`config.mk`:
```
export PLATFORM = sky130hd
export DESIGN_NAME = acp_burst_writer_flat
export DESIGN_NICKNAME = d
export VERILOG_FILES = /design/src/rtl/acp_pkg.sv /design/src/rtl/acp_burst_writer_if.sv /design/src/rtl/acp_burst_len_calc.sv /design/src/rtl/acp_burst_writer.sv /design/src/flat_wrapper.sv
export SDC_FILE = /design/constraint.sdc
export NUM_CORES = 1
export LEC_CHECK = 0
export CORE_AREA = 2 2 127 129
export CTS_BUF_LIST = sky130_fd_sc_hd__clkbuf_16
export DETAILED_ROUTE_END_ITERATION = 12
export DIE_AREA = 0 0 129 131
export GPL_TIMING_DRIVEN = 0
export PLACE_DENSITY = 0.81
export SYNTH_ARGS = -nofsm -noshare
export SYNTH_HDL_FRONTEND = slang
export SYNTH_HIERARCHICAL = 1
export SYNTH_SLANG_ARGS = --single-unit
export TNS_END_PERCENT = 50
```
`constraint.sdc`:
```
create_clock -name clk -period 4.8 [get_ports clk]
set_input_delay 1.44 -clock clk [delete_from_list [all_inputs] [get_ports clk]]
set_output_delay 1.44 -clock clk [all_outputs]
set_load 0.005 [all_outputs]
```
`src/rtl/acp_pkg.sv`:
```
// Shared constants, AXI encodings and FSM state type for the ACP burst writer.
package acp_pkg;

    localparam int unsigned ADDR_W     = 32;
    localparam int unsigned DATA_W     = 64;
    localparam int unsigned STRB_W     = 8;
    localparam int unsigned BEATS_W    = 16;
    localparam int unsigned BLEN_W     = 5;
    localparam int unsigned PAGE_BYTES = 4096;

    localparam logic [1:0] AXI_BURST_INCR = 2'b01;
    localparam logic [2:0] AXI_SIZE_8B    = 3'b011;
    localparam logic [2:0] AXI_PROT_DATA  = 3'b000;
    localparam logic [1:0] AXI_RESP_OKAY  = 2'b00;

    // Coherent writes allocate through the SCU; non-coherent ones are plain bufferable.
    localparam logic [3:0] AWCACHE_COHERENT = 4'b1111;
    localparam logic [4:0] AWUSER_COHERENT  = 5'b00001;
    localparam logic [3:0] AWCACHE_NONCOH   = 4'b0011;
    localparam logic [4:0] AWUSER_NONCOH    = 5'b00000;

    typedef enum logic [1:0] {
        ST_IDLE = 2'd0,
        ST_ADDR = 2'd1,
        ST_DATA = 2'd2,
        ST_RESP = 2'd3
    } state_e;

endpackage

```
`src/rtl/acp_burst_writer_if.sv`:
```
// Command, stream, status and ACP AXI write channels of the burst writer.
interface acp_burst_writer_if import acp_pkg::*; ();

    logic [ADDR_W-1:0]  cmd_addr;
    logic [BEATS_W-1:0] cmd_beats;
    logic               cmd_valid;
    logic               cmd_ready;

    logic [DATA_W-1:0]  s_data;
    logic               s_valid;
    logic               s_ready;

    logic               done;
    logic               busy;
    logic               err;

    logic [ADDR_W-1:0]  M_AXI_AWADDR;
    logic [7:0]         M_AXI_AWLEN;
    logic [2:0]         M_AXI_AWSIZE;
    logic [1:0]         M_AXI_AWBURST;
    logic [3:0]         M_AXI_AWCACHE;
    logic [4:0]         M_AXI_AWUSER;
    logic [2:0]         M_AXI_AWPROT;
    logic               M_AXI_AWVALID;
    logic               M_AXI_AWREADY;

    logic [DATA_W-1:0]  M_AXI_WDATA;
    logic [STRB_W-1:0]  M_AXI_WSTRB;
    logic               M_AXI_WLAST;
    logic               M_AXI_WVALID;
    logic               M_AXI_WREADY;

    logic [1:0]         M_AXI_BRESP;
    logic               M_AXI_BVALID;
    logic               M_AXI_BREADY;

    modport master (
        input  cmd_addr, cmd_beats, cmd_valid, s_data, s_valid,
        input  M_AXI_AWREADY, M_AXI_WREADY, M_AXI_BRESP, M_AXI_BVALID,
        output cmd_ready, s_ready, done, busy, err,
        output M_AXI_AWADDR, M_AXI_AWLEN, M_AXI_AWSIZE, M_AXI_AWBURST,
        output M_AXI_AWCACHE, M_AXI_AWUSER, M_AXI_AWPROT, M_AXI_AWVALID,
        output M_AXI_WDATA, M_AXI_WSTRB, M_AXI_WLAST, M_AXI_WVALID,
        output M_AXI_BREADY
    );

    modport slave (
        output cmd_addr, cmd_beats, cmd_valid, s_data, s_valid,
        output M_AXI_AWREADY, M_AXI_WREADY, M_AXI_BRESP, M_AXI_BVALID,
        input  cmd_ready, s_ready, done, busy, err,
        input  M_AXI_AWADDR, M_AXI_AWLEN, M_AXI_AWSIZE, M_AXI_AWBURST,
        input  M_AXI_AWCACHE, M_AXI_AWUSER, M_AXI_AWPROT, M_AXI_AWVALID,
        input  M_AXI_WDATA, M_AXI_WSTRB, M_AXI_WLAST, M_AXI_WVALID,
        input  M_AXI_BREADY
    );

endinterface

```
`src/rtl/acp_burst_len_calc.sv`:
```
// Beats for the next burst: min(BURST_LEN, remaining, beats left in the 4 KB page).
module acp_burst_len_calc import acp_pkg::*; #(
    parameter int unsigned BURST_LEN = 16
) (
    input  logic [11:0]         addr_i,
    input  logic [BEATS_W-1:0]  remaining_i,
    output logic [BLEN_W-1:0]   burst_o
);

    logic [12:0]        page_left_c;
    logic [BEATS_W-1:0] page_beats_c;
    logic [BEATS_W-1:0] lim_c;

    assign page_left_c  = 13'(PAGE_BYTES) - {1'b0, addr_i};
    assign page_beats_c = BEATS_W'(page_left_c >> 3);

    always_comb begin
        lim_c = BEATS_W'(BURST_LEN);
        if (remaining_i < lim_c) begin
            lim_c = remaining_i;
        end
        if (page_beats_c < lim_c) begin
            lim_c = page_beats_c;
        end
    end

    assign burst_o = BLEN_W'(lim_c);

endmodule

```
`src/rtl/acp_burst_writer.sv`:
```
// Splits a (start address, beat count) command into 4 KB-safe AXI INCR write bursts on the ACP.
// Define ACP_BURST_WRITER_COHERENT_EN for coherent SCU-allocating writes; default is non-coherent.
module acp_burst_writer import acp_pkg::*; #(
    parameter int unsigned BURST_LEN = 16
) (
    input  logic               clk,
    input  logic               rst,
    acp_burst_writer_if.master bus
);

    state_e              state_q, state_d;
    logic [ADDR_W-1:0]   addr_q, addr_d;
    logic [BEATS_W-1:0]  rem_q, rem_d;
    logic [BLEN_W-1:0]   burst_q, burst_d;
    logic [BLEN_W-1:0]   beat_q, beat_d;
    logic [7:0]          awlen_q, awlen_d;
    logic                awvalid_q, awvalid_d;
    logic                wlast_q, wlast_d;
    logic                bready_q, bready_d;
    logic                done_q, done_d;
    logic                busy_q, busy_d;
    logic                err_q, err_d;
    logic                cmd_ready_q, cmd_ready_d;

    logic [ADDR_W-1:0]   load_addr_c;
    logic [BEATS_W-1:0]  load_rem_c;
    logic [BLEN_W-1:0]   next_burst_c;
    logic                cmd_fire_c, aw_fire_c, w_fire_c, b_fire_c;

    // Address/remaining the next burst starts from: fresh command in IDLE, else after the current burst.
    assign load_addr_c = (state_q == ST_IDLE) ? (bus.cmd_addr & ~ADDR_W'(7))
                                              : addr_q + (ADDR_W'(burst_q) << 3);
    assign load_rem_c  = (state_q == ST_IDLE) ? bus.cmd_beats
                                              : rem_q - BEATS_W'(burst_q);

    acp_burst_len_calc #(.BURST_LEN(BURST_LEN)) u_len_calc (
        .addr_i      (load_addr_c[11:0]),
        .remaining_i (load_rem_c),
        .burst_o     (next_burst_c)
    );

    assign cmd_fire_c = (state_q == ST_IDLE) && cmd_ready_q && bus.cmd_valid;
    assign aw_fire_c  = (state_q == ST_ADDR) && bus.M_AXI_AWREADY;
    assign w_fire_c   = (state_q == ST_DATA) && bus.s_valid && bus.M_AXI_WREADY;
    assign b_fire_c   = (state_q == ST_RESP) && bus.M_AXI_BVALID;

    always_comb begin
        state_d   = state_q;
        addr_d    = addr_q;
        rem_d     = rem_q;
        burst_d   = burst_q;
        beat_d    = beat_q;
        awlen_d   = awlen_q;
        awvalid_d = awvalid_q;
        wlast_d   = wlast_q;
        bready_d  = bready_q;
        done_d    = 1'b0;
        busy_d    = busy_q;
        err_d     = err_q;

        case (state_q)
            ST_IDLE: begin
                if (cmd_fire_c) begin
                    addr_d = load_addr_c;
                    rem_d  = load_rem_c;
                    err_d  = 1'b0;
                    if (load_rem_c == '0) begin
                        done_d = 1'b1;
                    end else begin
                        state_d   = ST_ADDR;
                        busy_d    = 1'b1;
                        awvalid_d = 1'b1;
                        burst_d   = next_burst_c;
                        awlen_d   = 8'(next_burst_c - BLEN_W'(1));
                    end
                end
            end
            ST_ADDR: begin
                if (aw_fire_c) begin
                    state_d   = ST_DATA;
                    awvalid_d = 1'b0;
                    beat_d    = '0;
                    wlast_d   = (burst_q == BLEN_W'(1));
                end
            end
            ST_DATA: begin
                if (w_fire_c) begin
                    beat_d  = beat_q + BLEN_W'(1);
                    wlast_d = ((beat_q + BLEN_W'(2)) == burst_q);
                    if (wlast_q) begin
                        state_d  = ST_RESP;
                        wlast_d  = 1'b0;
                        bready_d = 1'b1;
                    end
                end
            end
            ST_RESP: begin
                if (b_fire_c) begin
                    bready_d = 1'b0;
                    err_d    = err_q | (bus.M_AXI_BRESP != AXI_RESP_OKAY);
                    addr_d   = load_addr_c;
                    rem_d    = load_rem_c;
                    if (load_rem_c != '0) begin
                        state_d   = ST_ADDR;
                        awvalid_d = 1'b1;
                        burst_d   = next_burst_c;
                        awlen_d   = 8'(next_burst_c - BLEN_W'(1));
                    end else begin
                        state_d = ST_IDLE;
                        done_d  = 1'b1;
                        busy_d  = 1'b0;
                    end
                end
            end
            default: state_d = ST_IDLE;
        endcase

        cmd_ready_d = (state_d == ST_IDLE);
    end

    always_ff @(posedge clk) begin
        if (rst) begin
            state_q     <= ST_IDLE;
            addr_q      <= '0;
            rem_q       <= '0;
            burst_q     <= '0;
            beat_q      <= '0;
            awlen_q     <= '0;
            awvalid_q   <= 1'b0;
            wlast_q     <= 1'b0;
            bready_q    <= 1'b0;
            done_q      <= 1'b0;
            busy_q      <= 1'b0;
            err_q       <= 1'b0;
            cmd_ready_q <= 1'b0;
        end else begin
            state_q     <= state_d;
            addr_q      <= addr_d;
            rem_q       <= rem_d;
            burst_q     <= burst_d;
            beat_q      <= beat_d;
            awlen_q     <= awlen_d;
            awvalid_q   <= awvalid_d;
            wlast_q     <= wlast_d;
            bready_q    <= bready_d;
            done_q      <= done_d;
            busy_q      <= busy_d;
            err_q       <= err_d;
            cmd_ready_q <= cmd_ready_d;
        end
    end

    assign bus.cmd_ready     = cmd_ready_q;
    assign bus.done          = done_q;
    assign bus.busy          = busy_q;
    assign bus.err           = err_q;

    assign bus.M_AXI_AWADDR  = addr_q;
    assign bus.M_AXI_AWLEN   = awlen_q;
    assign bus.M_AXI_AWSIZE  = AXI_SIZE_8B;
    assign bus.M_AXI_AWBURST = AXI_BURST_INCR;
    assign bus.M_AXI_AWPROT  = AXI_PROT_DATA;
    assign bus.M_AXI_AWVALID = awvalid_q;
`ifdef ACP_BURST_WRITER_COHERENT_EN
    assign bus.M_AXI_AWCACHE = AWCACHE_COHERENT;
    assign bus.M_AXI_AWUSER  = AWUSER_COHERENT;
`else
    assign bus.M_AXI_AWCACHE = AWCACHE_NONCOH;
    assign bus.M_AXI_AWUSER  = AWUSER_NONCOH;
`endif

    // W channel is a combinational pass-through while in DATA so back-to-back beats have no bubbles.
    assign bus.M_AXI_WDATA   = bus.s_data;
    assign bus.M_AXI_WSTRB   = '1;
    assign bus.M_AXI_WLAST   = wlast_q;
    assign bus.M_AXI_WVALID  = (state_q == ST_DATA) && bus.s_valid;
    assign bus.s_ready       = (state_q == ST_DATA) && bus.M_AXI_WREADY;
    assign bus.M_AXI_BREADY  = bready_q;

endmodule

```
`src/flat_wrapper.sv`:
```
// flat-port wrapper written by rule: the top's interface ports become plain ports
module acp_burst_writer_flat import acp_pkg::*;
#(
    parameter int unsigned BURST_LEN = 16
)
  (clk, rst, bus_cmd_addr, bus_cmd_beats, bus_cmd_valid, bus_s_data, bus_s_valid, bus_M_AXI_AWREADY, bus_M_AXI_WREADY, bus_M_AXI_BRESP, bus_M_AXI_BVALID, bus_cmd_ready, bus_s_ready, bus_done, bus_busy, bus_err, bus_M_AXI_AWADDR, bus_M_AXI_AWLEN, bus_M_AXI_AWSIZE, bus_M_AXI_AWBURST, bus_M_AXI_AWCACHE, bus_M_AXI_AWUSER, bus_M_AXI_AWPROT, bus_M_AXI_AWVALID, bus_M_AXI_WDATA, bus_M_AXI_WSTRB, bus_M_AXI_WLAST, bus_M_AXI_WVALID, bus_M_AXI_BREADY);
  acp_burst_writer_if bus_i ();
  input  logic clk;
  input  logic rst;
  input wire logic [$bits(bus_i.cmd_addr)-1:0] bus_cmd_addr;
  input wire logic [$bits(bus_i.cmd_beats)-1:0] bus_cmd_beats;
  input wire logic [$bits(bus_i.cmd_valid)-1:0] bus_cmd_valid;
  input wire logic [$bits(bus_i.s_data)-1:0] bus_s_data;
  input wire logic [$bits(bus_i.s_valid)-1:0] bus_s_valid;
  input wire logic [$bits(bus_i.M_AXI_AWREADY)-1:0] bus_M_AXI_AWREADY;
  input wire logic [$bits(bus_i.M_AXI_WREADY)-1:0] bus_M_AXI_WREADY;
  input wire logic [$bits(bus_i.M_AXI_BRESP)-1:0] bus_M_AXI_BRESP;
  input wire logic [$bits(bus_i.M_AXI_BVALID)-1:0] bus_M_AXI_BVALID;
  output wire logic [$bits(bus_i.cmd_ready)-1:0] bus_cmd_ready;
  output wire logic [$bits(bus_i.s_ready)-1:0] bus_s_ready;
  output wire logic [$bits(bus_i.done)-1:0] bus_done;
  output wire logic [$bits(bus_i.busy)-1:0] bus_busy;
  output wire logic [$bits(bus_i.err)-1:0] bus_err;
  output wire logic [$bits(bus_i.M_AXI_AWADDR)-1:0] bus_M_AXI_AWADDR;
  output wire logic [$bits(bus_i.M_AXI_AWLEN)-1:0] bus_M_AXI_AWLEN;
  output wire logic [$bits(bus_i.M_AXI_AWSIZE)-1:0] bus_M_AXI_AWSIZE;
  output wire logic [$bits(bus_i.M_AXI_AWBURST)-1:0] bus_M_AXI_AWBURST;
  output wire logic [$bits(bus_i.M_AXI_AWCACHE)-1:0] bus_M_AXI_AWCACHE;
  output wire logic [$bits(bus_i.M_AXI_AWUSER)-1:0] bus_M_AXI_AWUSER;
  output wire logic [$bits(bus_i.M_AXI_AWPROT)-1:0] bus_M_AXI_AWPROT;
  output wire logic [$bits(bus_i.M_AXI_AWVALID)-1:0] bus_M_AXI_AWVALID;
  output wire logic [$bits(bus_i.M_AXI_WDATA)-1:0] bus_M_AXI_WDATA;
  output wire logic [$bits(bus_i.M_AXI_WSTRB)-1:0] bus_M_AXI_WSTRB;
  output wire logic [$bits(bus_i.M_AXI_WLAST)-1:0] bus_M_AXI_WLAST;
  output wire logic [$bits(bus_i.M_AXI_WVALID)-1:0] bus_M_AXI_WVALID;
  output wire logic [$bits(bus_i.M_AXI_BREADY)-1:0] bus_M_AXI_BREADY;
  assign bus_i.cmd_addr = bus_cmd_addr;
  assign bus_i.cmd_beats = bus_cmd_beats;
  assign bus_i.cmd_valid = bus_cmd_valid;
  assign bus_i.s_data = bus_s_data;
  assign bus_i.s_valid = bus_s_valid;
  assign bus_i.M_AXI_AWREADY = bus_M_AXI_AWREADY;
  assign bus_i.M_AXI_WREADY = bus_M_AXI_WREADY;
  assign bus_i.M_AXI_BRESP = bus_M_AXI_BRESP;
  assign bus_i.M_AXI_BVALID = bus_M_AXI_BVALID;
  assign bus_cmd_ready = bus_i.cmd_ready;
  assign bus_s_ready = bus_i.s_ready;
  assign bus_done = bus_i.done;
  assign bus_busy = bus_i.busy;
  assign bus_err = bus_i.err;
  assign bus_M_AXI_AWADDR = bus_i.M_AXI_AWADDR;
  assign bus_M_AXI_AWLEN = bus_i.M_AXI_AWLEN;
  assign bus_M_AXI_AWSIZE = bus_i.M_AXI_AWSIZE;
  assign bus_M_AXI_AWBURST = bus_i.M_AXI_AWBURST;
  assign bus_M_AXI_AWCACHE = bus_i.M_AXI_AWCACHE;
  assign bus_M_AXI_AWUSER = bus_i.M_AXI_AWUSER;
  assign bus_M_AXI_AWPROT = bus_i.M_AXI_AWPROT;
  assign bus_M_AXI_AWVALID = bus_i.M_AXI_AWVALID;
  assign bus_M_AXI_WDATA = bus_i.M_AXI_WDATA;
  assign bus_M_AXI_WSTRB = bus_i.M_AXI_WSTRB;
  assign bus_M_AXI_WLAST = bus_i.M_AXI_WLAST;
  assign bus_M_AXI_WVALID = bus_i.M_AXI_WVALID;
  assign bus_M_AXI_BREADY = bus_i.M_AXI_BREADY;
  acp_burst_writer #(.BURST_LEN(BURST_LEN)) u_core (.clk(clk), .rst(rst), .bus(bus_i));
endmodule
```
==> results of run 1 <==
==> cells by family (layout without fill, tap and decap cells) <==
| group | Yosys count | count (layout) |
|---|---|---|
| compound gates | 164 | 165 |
| xor+xnor | 30 | 30 |
| fa+ha+maj | 28 | 28 |
| buf+inv | 157 | 360 |
| flops | 73 | 73 |
| mux | 23 | 23 |
| other cells | 3 | 30 |
| simple gates | 309 | 309 |
==> state kept, by name (all words and copies together) (netlist names), 2 cells and up <==
| signal | flops |
|---|---|
| u_core/state_q | 2 |
| u_core/beat_q | 5 |
| u_core/rem_q | 16 |
| u_core/bus.M_AXI_AWLEN | 6 |
| u_core/bus.M_AXI_AWADDR | 32 |
| u_core/burst_q | 5 |
==> power by group through the flow <==
stage,Combinational (W),Clock (W),Sequential (W)
global route,0.00571,0.000690,0.00117
CTS,0.00465,0.000656,0.00111
finish,0.00533,0.000648,0.00113
global placement,0.00412,0,0.00110
detailed placement,0.00419,0,0.00111
floorplan,0.00296,0,0.00106
==> worst paths after layout <==
| kind | endpoint | slack (ps) | depth (start not counted) |
|---|---|---|---|
| min | u_core/rem_q[15] | 460 | 2 |
| max | u_core/bus.M_AXI_AWLEN[4] | -60 | 18 |
| min reg2reg | u_core/rem_q[15] | 460 | 2 |
| max reg2reg | u_core/bus.M_AXI_AWLEN[4] | -20 | 22 |
==> area by class of cell <==
class                           instances  area (um2)  share of cell area
Buffer                                126         870              0.0993
Sequential cell                        73        1480               0.169
Multi-Input combinational cell        585        3910               0.447
Timing Repair Buffer                  189        1840               0.210
Inverter                               29         109              0.0124
Clock buffer                            9         225              0.0257
Clock inverter                          7        55.1             0.00629
Tap cell                              216         270              0.0309
==> layer usage <==
layer / vias to the layer above / share of wire / global-route usage
li1: 3101 / - / -
met2: 377 / 0.47 / 0.376
met5: - / 0 / 0
met3: 49 / 0.11 / 0.0643
met1: 3004 / 0.39 / 0.270
met4: 0 / 0.030 / 0.0876
==> layout by cell type, fill, tap and decap left out, types with 6 or more instances in the layout <==
cell                              netlist  routed
sky130_fd_sc_hd__nand2_1              100      96
sky130_fd_sc_hd__a21oi_1               47      43
sky130_fd_sc_hd__nand3_1               27      26
sky130_fd_sc_hd__nor2_1                78      77
sky130_fd_sc_hd__conb_1                 3      30
sky130_fd_sc_hd__xnor2_1               18      16
sky130_fd_sc_hd__o21ai_0               37      33
sky130_fd_sc_hd__ha_1                  26      18
sky130_fd_sc_hd__inv_2                  0       6
sky130_fd_sc_hd__nand2b_1               8       7
sky130_fd_sc_hd__a221oi_1               8       8
sky130_fd_sc_hd__ha_4                   0       7
sky130_fd_sc_hd__a211oi_1              11      11
sky130_fd_sc_hd__nor3_1                25      22
sky130_fd_sc_hd__inv_1                 29      26
sky130_fd_sc_hd__clkbuf_16              0      10
sky130_fd_sc_hd__nor2b_1               10       9
sky130_fd_sc_hd__mux2i_1               21      18
sky130_fd_sc_hd__clkbuf_1              32      27
sky130_fd_sc_hd__clkdlybuf4s50_1        0     164
sky130_fd_sc_hd__dfxtp_1               73      66
sky130_fd_sc_hd__and3_1                 7       7
sky130_fd_sc_hd__nor4_1                15      12
sky130_fd_sc_hd__xor2_1                12      12
sky130_fd_sc_hd__buf_4                 91     114
==> worst register-to-register path, delay by kind of cell, from the launching register on <==
kind | cells | cell delay (ps)
adders and majority gates | 3 | 600
AOI/OAI and AO/OA | 5 | 1060
and+or+nand+nor | 5 | 1240
muxes | 2 | 570
xor gates and xnor gates | 2 | 270
buffers and inverters | 5 | 650
DFF | 1 | 360
==> metrics by stage <==
stage	util	total power (W)
finish	0.561	0.00711
global route	0.561	0.00757
CTS	0.543	0.00642
detailed placement	0.510	0.00530
global placement	0.510	0.00522
floorplan	-	0.00402
==> what timing repair did <==
action / 4_1_cts / 5_1_grt
endpoints found under the setup margin: 11 / 11
endpoints found under the hold margin: 0 / 0
cloned: 1 / 0
gates resized for setup: 40 / 48
setup buffers: 10 / 14
pin swaps: 21 / 36
==> impl_results.html, run 1 <==
<table>
<tr><th>Metric</th><th>Value</th></tr>
<tr><th colspan="2">Cells and area</th></tr>
<tr><td>Number of standard cells in the layout, taps in and fillers out</td><td>1234</td></tr>
<tr><td>Layout fillers</td><td>1451</td></tr>
<tr><td>Layout overhead on the synthesized area</td><td>48.3%</td></tr>
<tr><td>Fraction of final layout cells with drive strength greater than 1</td><td>0.206</td></tr>
<tr><td>Fin nets</td><td>1162</td></tr>
<tr><td>Post-route cell area</td><td>8760 um2</td></tr>
<tr><td>Total inserted antenna cells</td><td>0</td></tr>
<tr><th colspan="2">Setup path</th></tr>
<tr><td>Worst setup SP type</td><td>primary input</td></tr>
<tr><td>Critical Path, Cell by Cell</td><td>buf_6 &gt; mux2_4 &gt; or4_4 &gt; or3_4 &gt; nor3_4 &gt; xnor2_1 &gt; ha_1 &gt; a211o_1 &gt; a21oi_2 &gt; o211ai_2 &gt; o21a_4 &gt; mux2i_4 &gt; inv_2 &gt; ha_4 &gt; nand2_2 &gt; xnor2_1 &gt; nand3_1 &gt; a21oi_2</td></tr>
<tr><td>Critical-path cell with the highest stage delay</td><td>sky130_fd_sc_hd__or4_4</td></tr>
<tr><td>Crit-path max FO</td><td>4</td></tr>
<tr><td>Largest stage delay on the critical path</td><td>470 ps</td></tr>
<tr><td>Endpoint class of the critical path</td><td>register</td></tr>
<tr><td>Kind of critical path</td><td>primary input to register</td></tr>
<tr><td>Worst reg2reg path startpoint</td><td>u_core/state_q[1]</td></tr>
<tr><td>Data arrival time of the critical path</td><td>5130 ps</td></tr>
<tr><td>Data required time at the worst endpoint</td><td>5070 ps</td></tr>
<tr><td>Beginning of the critical path</td><td>bus_cmd_addr[3]</td></tr>
<tr><td>Bufs and invs on worst path</td><td>2</td></tr>
<tr><td>Cell family with most CP delay</td><td>simple AND/OR/NAND/NOR gates</td></tr>
<tr><th colspan="2">Outcome</th></tr>
<tr><td>Outcome</td><td>finished with violations</td></tr>
<tr><td>Violations in the final reports</td><td>setup timing</td></tr>
<tr><th colspan="2">Drt</th></tr>
<tr><td>Detailed Route WL</td><td>20.1 mm</td></tr>
<tr><td>WL/cell</td><td>16.3 um</td></tr>
<tr><td>Post-route antenna net violation count</td><td>0</td></tr>
<tr><td>Vias</td><td>6531</td></tr>
<tr><td>Remaining design rule violation count</td><td>0</td></tr>
<tr><td>Count of TritonRoute iterations in the first routing pass</td><td>5</td></tr>
<tr><td>Number of violations reported at the end of detailed-routing iteration 0</td><td>570</td></tr>
<tr><td>Post-DR vias/cell</td><td>5.29</td></tr>
<tr><th colspan="2">Placed design</th></tr>
<tr><td>RePlAce Congestion</td><td>0.942</td></tr>
<tr><td>Placed instance area</td><td>7950 um2</td></tr>
<tr><td>Worst setup slack after placement</td><td>-918 ps</td></tr>
<tr><td>Port Buffers</td><td>165</td></tr>
<tr><td>Cell Count Post-Placement</td><td>1195</td></tr>
<tr><td>DPL Wire Length</td><td>14.2 mm</td></tr>
<tr><th colspan="2">Power and ir drop</th></tr>
<tr><td>Max IR drop VDD</td><td>373 uV</td></tr>
<tr><td>Comb pwr share</td><td>0.750</td></tr>
<tr><td>Share of total power in the clock network</td><td>0.091</td></tr>
<tr><td>Cell area power density</td><td>812 nW/um2</td></tr>
<tr><td>Switching power</td><td>0.00350 W</td></tr>
<tr><td>Cell internal pwr</td><td>0.00361 W</td></tr>
<tr><td>Part of the total power dissipated in sequential elements</td><td>0.159</td></tr>
<tr><td>Leakage power total</td><td>3.48 nW</td></tr>
<tr><td>Sw frac</td><td>0.492</td></tr>
<tr><th colspan="2">Global route</th></tr>
<tr><td>Via count of the first global-routing pass</td><td>5906</td></tr>
<tr><td>Total track usage</td><td>0.223</td></tr>
<tr><td>Global-route congestion overflow total</td><td>0</td></tr>
<tr><td>Number of antenna violations at the first check in global routing</td><td>0</td></tr>
<tr><td>Maximum number of pins on one net before global-route repair</td><td>12</td></tr>
<tr><td>Global-route wire length before repair</td><td>29.6 mm</td></tr>
<tr><th colspan="2">Die</th></tr>
<tr><td>Die area</td><td>16900 um2</td></tr>
<tr><td>Die boundary height</td><td>131 um</td></tr>
<tr><td>Standard-cell rows</td><td>46</td></tr>
<tr><td>Starting utilization of the core area</td><td>0.378</td></tr>
<tr><td>Number of placed I/O pins</td><td>259</td></tr>
<tr><td>Core ar.</td><td>15600 um2</td></tr>
<tr><td>Die X-Extent</td><td>129 um</td></tr>
<tr><th colspan="2">Clock tree</th></tr>
<tr><td>Count of hold-fix buffers inserted at cts</td><td>0</td></tr>
<tr><td>TritonCTS clock tree</td><td>yes</td></tr>
<tr><td>CTS clock-pin slew for the worst setup and hold paths</td><td>60 ps</td></tr>
<tr><td>Largest buffer count on any clock path</td><td>2</td></tr>
<tr><td>CTS root buffer</td><td>sky130_fd_sc_hd__clkbuf_16</td></tr>
<tr><td>Number of clock sinks</td><td>73</td></tr>
<tr><td>Inserted Clock Buffers</td><td>9</td></tr>
<tr><td>H-tree lvl count</td><td>3</td></tr>
<tr><td>Clk Latency, worst-skew pair</td><td>340 ps</td></tr>
<tr><th colspan="2">Synth</th></tr>
<tr><td>Xor and xnor fraction of the mapped netlist area</td><td>0.0445</td></tr>
<tr><td>Number of warning messages in the yosys log</td><td>6</td></tr>
<tr><td>Combinational family with the most area after synthesis</td><td>simple AND/OR/NAND/NOR gates</td></tr>
<tr><td>Leading area contributor after synthesis</td><td>sky130_fd_sc_hd__dfxtp_1</td></tr>
<tr><td>Share of the yosys chip area belonging to registers</td><td>0.248</td></tr>
<tr><td>Leading post-synthesis cells by cell area</td><td>sky130_fd_sc_hd__dfxtp_1, sky130_fd_sc_hd__buf_4, sky130_fd_sc_hd__nand2_1</td></tr>
<tr><td>Adder-cell share of the synthesized area</td><td>0.0619</td></tr>
<tr><td>Synth async-reset ratio</td><td>0</td></tr>
<tr><td>Top cell type's share of synthesized area</td><td>0.248</td></tr>
<tr><td>Synthesized-area fraction occupied by ao, oa, aoi and oai cells</td><td>0.191</td></tr>
<tr><td>Most used standard cell by instance count after synthesis</td><td>sky130_fd_sc_hd__nand2_1</td></tr>
<tr><td>Top_reg_cell synth</td><td>sky130_fd_sc_hd__dfxtp_1</td></tr>
<tr><td>Ranking of synthesized cells by instance count</td><td>sky130_fd_sc_hd__nand2_1, sky130_fd_sc_hd__buf_4, sky130_fd_sc_hd__nor2_1</td></tr>
<tr><td>EDFF count, synth</td><td>0</td></tr>
<tr><td>Distinct cell type count after synthesis</td><td>69</td></tr>
<tr><td>Share of synthesized area spent on multiplexers</td><td>0.0401</td></tr>
<tr><td>Synthesized instance count</td><td>787</td></tr>
<tr><td>Post-Syn Area</td><td>5900 um2</td></tr>
<tr><td>Syn avg cell area</td><td>7.50 um2</td></tr>
<tr><td>Simple-gate share of the synthesized area</td><td>0.253</td></tr>
<tr><td>Number of storage elements in the synthesis netlist</td><td>73</td></tr>
<tr><th colspan="2">STA</th></tr>
<tr><td>Unrepaired setup endpoints after global routing</td><td>yes</td></tr>
<tr><td>Ratio of final minimum period to clock period</td><td>1.01</td></tr>
<tr><td>Clock Skew</td><td>6.02 ps</td></tr>
<tr><td>Relative slew slack</td><td>0.423</td></tr>
<tr><td>Final Hold Vio Count</td><td>0</td></tr>
<tr><td>Maximum clock frequency</td><td>206 MHz</td></tr>
<tr><td>Worst Max-Slew Pin Slew</td><td>860 ps</td></tr>
<tr><td>Hold slack final</td><td>462 ps</td></tr>
<tr><td>Crit path time final</td><td>4860 ps</td></tr>
<tr><td>Setup Viol. Count Final</td><td>1</td></tr>
<tr><td>Final Worst Setup Slack</td><td>-56.7 ps</td></tr>
<tr><td>Total negative slack</td><td>-56.7 ps</td></tr>
<tr><td>Fin. max-slew vios</td><td>0</td></tr>
<tr><th colspan="2">Hold path</th></tr>
<tr><td>Classification of the worst-slack hold path</td><td>register to register</td></tr>
<tr><td>Hold Crit Start</td><td>u_core/rem_q[15]</td></tr>
<tr><th colspan="2">Run</th></tr>
<tr><td>Number of maximum-capacitance violations</td><td>0</td></tr>
</table>
Note: power is estimated with default switching activity, not from simulation.
==> run 2, diff against run 1 <==
Settings changed: REMOVE_ABC_BUFFERS from default to 1.
==> run 2 against run 1 <==
- the flow still finishes with violations (setup timing)
- sequential share of layout area grew 3.3 points
- sequential power about the same
- first-iteration DRC count decreased by 32%
- worst setup slack gained 12 ps
- power decreased by 6.8%
- largest cell class unchanged
- critical endpoint unchanged
- non-clock buffer count decreased by 185
- largest power group unchanged
- via count shrank 10%
- critical path type is now register to register
==> impl_results.html, run 2 (synthesized netlist as in run 1, its figures left out) <==
<table>
<tr><th>Metric</th><th>Value</th></tr>
<tr><th colspan="2">Cells and area</th></tr>
<tr><td>Utilization of the core after routing</td><td>0.469</td></tr>
<tr><td>Leading cell type in the layout, fill and taps excluded</td><td>sky130_fd_sc_hd__clkdlybuf4s50_1</td></tr>
<tr><td>Commonest cells after routing, fill and taps aside</td><td>sky130_fd_sc_hd__clkdlybuf4s50_1, sky130_fd_sc_hd__nand2_1, sky130_fd_sc_hd__nor2_1</td></tr>
<tr><td>Number of flip-flops under the largest register name</td><td>32</td></tr>
<tr><td>Fraction of final layout cells with drive strength greater than 1</td><td>0.138</td></tr>
<tr><td>Layout overhead on the synthesized area</td><td>24.0%</td></tr>
<tr><td>Fin nets</td><td>977</td></tr>
<tr><td>Total inserted antenna cells</td><td>0</td></tr>
<tr><th colspan="2">Drt</th></tr>
<tr><td>Remaining design rule violation count</td><td>0</td></tr>
<tr><td>Count of TritonRoute iterations in the first routing pass</td><td>5</td></tr>
<tr><td>Detailed Route WL</td><td>21.0 mm</td></tr>
<tr><td>WL/cell</td><td>20.0 um</td></tr>
<tr><td>Post-route antenna net violation count</td><td>0</td></tr>
<tr><td>Number of violations reported at the end of detailed-routing iteration 0</td><td>387</td></tr>
<tr><td>Vias</td><td>5858</td></tr>
<tr><td>Post-DR vias/cell</td><td>5.60</td></tr>
<tr><th colspan="2">STA</th></tr>
<tr><td>Relative slew slack</td><td>0.429</td></tr>
<tr><td>Final Worst Setup Slack</td><td>-44.7 ps</td></tr>
<tr><td>Hold slack final</td><td>461 ps</td></tr>
<tr><td>Setup Viol. Count Final</td><td>1</td></tr>
<tr><td>Total negative slack</td><td>-44.7 ps</td></tr>
<tr><td>Maximum clock frequency</td><td>206 MHz</td></tr>
<tr><td>Clock Skew</td><td>6.26 ps</td></tr>
<tr><td>Final Hold Vio Count</td><td>0</td></tr>
<tr><td>Fin. max-slew vios</td><td>0</td></tr>
<tr><td>Unrepaired setup endpoints after global routing</td><td>yes</td></tr>
<tr><td>Crit path time final</td><td>4840 ps</td></tr>
<tr><td>Worst Max-Slew Pin Slew</td><td>856 ps</td></tr>
<tr><td>Ratio of final minimum period to clock period</td><td>1.01</td></tr>
<tr><th colspan="2">Placed design</th></tr>
<tr><td>Worst setup slack after placement</td><td>-1010 ps</td></tr>
<tr><td>DPL Wire Length</td><td>15.0 mm</td></tr>
<tr><td>Port Buffers</td><td>102</td></tr>
<tr><td>RePlAce Congestion</td><td>0.837</td></tr>
<tr><th colspan="2">Setup path</th></tr>
<tr><td>Worst setup SP type</td><td>register</td></tr>
<tr><td>Endpoint class of the critical path</td><td>register</td></tr>
<tr><td>Reg2Reg Depth</td><td>24</td></tr>
<tr><td>Crit-path max FO</td><td>6</td></tr>
<tr><td>Setup slack of the worst register-to-register path</td><td>-40 ps</td></tr>
<tr><td>Data required time at the worst endpoint</td><td>5080 ps</td></tr>
<tr><td>Data arrival time of the critical path</td><td>5130 ps</td></tr>
<tr><td>Kind of critical path</td><td>register to register</td></tr>
<tr><th colspan="2">Die</th></tr>
<tr><td>Starting utilization of the core area</td><td>0.378</td></tr>
<tr><td>Die boundary height</td><td>131 um</td></tr>
<tr><td>Die area</td><td>16900 um2</td></tr>
<tr><td>Number of placed I/O pins</td><td>259</td></tr>
<tr><td>Standard-cell rows</td><td>46</td></tr>
<tr><td>Die X-Extent</td><td>129 um</td></tr>
<tr><td>Core ar.</td><td>15600 um2</td></tr>
<tr><th colspan="2">Global route</th></tr>
<tr><td>Number of antenna violations at the first check in global routing</td><td>0</td></tr>
<tr><td>Global-route congestion overflow total</td><td>0</td></tr>
<tr><td>Met1 Use GR</td><td>0.285</td></tr>
<tr><td>Most congested layer reported by global routing</td><td>met2</td></tr>
<tr><td>Total track usage</td><td>0.240</td></tr>
<tr><td>Maximum number of pins on one net before global-route repair</td><td>44</td></tr>
<tr><td>Via count of the first global-routing pass</td><td>5238</td></tr>
<tr><td>Global-route wire length before repair</td><td>30.4 mm</td></tr>
<tr><td>Met2 layer usage reported by global route</td><td>0.335</td></tr>
<tr><td>GRT met3 Usage</td><td>0.179</td></tr>
<tr><th colspan="2">Power and ir drop</th></tr>
<tr><td>Post-layout total power</td><td>0.00662 W</td></tr>
<tr><td>Leakage power total</td><td>2.73 nW</td></tr>
<tr><td>Cell area power density</td><td>905 nW/um2</td></tr>
<tr><td>Max IR drop VDD</td><td>386 uV</td></tr>
<tr><th colspan="2">Clock tree</th></tr>
<tr><td>CTS clock-pin slew for the worst setup and hold paths</td><td>60 ps</td></tr>
<tr><td>CTS root buffer</td><td>sky130_fd_sc_hd__clkbuf_16</td></tr>
<tr><td>Clk Latency, worst-skew pair</td><td>350 ps</td></tr>
<tr><td>Largest buffer count on any clock path</td><td>2</td></tr>
<tr><td>TritonCTS clock tree</td><td>yes</td></tr>
<tr><td>Inserted Clock Buffers</td><td>9</td></tr>
<tr><td>H-tree lvl count</td><td>3</td></tr>
<tr><td>Number of clock sinks</td><td>73</td></tr>
<tr><th colspan="2">Outcome</th></tr>
<tr><td>Outcome</td><td>finished with violations</td></tr>
<tr><td>Violations in the final reports</td><td>setup timing</td></tr>
<tr><th colspan="2">Hold path</th></tr>
<tr><td>Cell depth of the worst hold path</td><td>2</td></tr>
<tr><td>Classification of the worst-slack hold path</td><td>register to register</td></tr>
<tr><th colspan="2">Run</th></tr>
<tr><td>Number of maximum-capacitance violations</td><td>0</td></tr>
</table>
==> run 2: cell count changes in the layout (fill, tap and decap cells not counted), moves of 2 or more <==
cell,delta
sky130_fd_sc_hd__clkdlybuf4s50_1,-64
sky130_fd_sc_hd__inv_1,-3
sky130_fd_sc_hd__buf_1,-2
sky130_fd_sc_hd__o21ai_1,+2
sky130_fd_sc_hd__nand2_4,+2
sky130_fd_sc_hd__a21o_2,-2
sky130_fd_sc_hd__buf_4,-92
sky130_fd_sc_hd__clkbuf_1,-27
sky130_fd_sc_hd__buf_12,+2
sky130_fd_sc_hd__dfxtp_2,-2
==> run 2: timing repair <==
item,CTS,global route
hold buffers,0,0
pin swaps,24,24
resized for setup,47,30
setup buffers,12,12
setup endpoints to repair,11,8
cloned,1,0
==> run 2: final cells by class <==
cell class | instances | area, um2
clock buffer | 9 | 225
multi-input combinational | 584 | 3900
tap | 216 | 270
fill | 1504 | 8280
clock inverter | 5 | 48.8
timing repair buffer | 130 | 1270
inverter | 29 | 113
timing repair inverter | 1 | 5.00
sequential | 73 | 1480
==> run 2: final timing paths <==
check                                  startpoint                   endpoint
worst min-delay path             u_core/rem_q[15]           u_core/rem_q[15]
worst min register to register   u_core/rem_q[15]           u_core/rem_q[15]
worst max-delay path            u_core/burst_q[0]  u_core/bus.M_AXI_AWLEN[4]
worst max register to register  u_core/burst_q[0]  u_core/bus.M_AXI_AWLEN[4]
==> run 2: report_power, final <==
group          switching [W]  leakage [nW]  total, W  internal [W]
combinational        0.00266          1.99   0.00481       0.00215
clock               0.000272         0.138  0.000664      0.000392
sequential          0.000286         0.601   0.00115      0.000861
==> run 2: per-layer routing <==
layer | wire, um | share of wire
met5 | 104 | 0.0050
met1 | 8240 | 0.39
met4 | 271 | 0.013
met2 | 8640 | 0.41
met3 | 3710 | 0.18
==> run 2: per-stage QoR <==
stage | cells | cell area, um2
4_1_cts | 1035 | 7110
2_1_floorplan | 686 | 5170
3_5_place_dp | 1008 | 6550
6_report | 1047 | 7320
5_1_grt | 1047 | 7320
3_3_place_gp | 1004 | 6460
==> run 2: worst max-delay path, cell delays in order, from the launching register on <==
cell and delay (ps):
sky130_fd_sc_hd__dfxtp_4 370, sky130_fd_sc_hd__ha_4 170, sky130_fd_sc_hd__fa_2 370, sky130_fd_sc_hd__nor2b_2 150, sky130_fd_sc_hd__o31a_1 320, sky130_fd_sc_hd__buf_4 180, sky130_fd_sc_hd__nor3_2 40, sky130_fd_sc_hd__xor2_1 200
sky130_fd_sc_hd__o21a_1 240, sky130_fd_sc_hd__nor4_2 210, sky130_fd_sc_hd__nand3_1 180, sky130_fd_sc_hd__inv_2 170, sky130_fd_sc_hd__nand2_4 80, sky130_fd_sc_hd__ha_4 250, sky130_fd_sc_hd__a21o_1 190, sky130_fd_sc_hd__a2111oi_4 330
sky130_fd_sc_hd__o211ai_2 170, sky130_fd_sc_hd__o21a_4 290, sky130_fd_sc_hd__mux2i_4 210, sky130_fd_sc_hd__inv_2 90, sky130_fd_sc_hd__ha_4 150, sky130_fd_sc_hd__nand2_4 50, sky130_fd_sc_hd__xnor2_2 140, sky130_fd_sc_hd__nand3_1 90
sky130_fd_sc_hd__a21oi_1 140
==> run 3, diff against run 2 <==
Settings changed: HOLD_SLACK_MARGIN from default to 0.15.
==> results of run 3 <==
Final layout, timing and power as in run 2 (identical DEF).
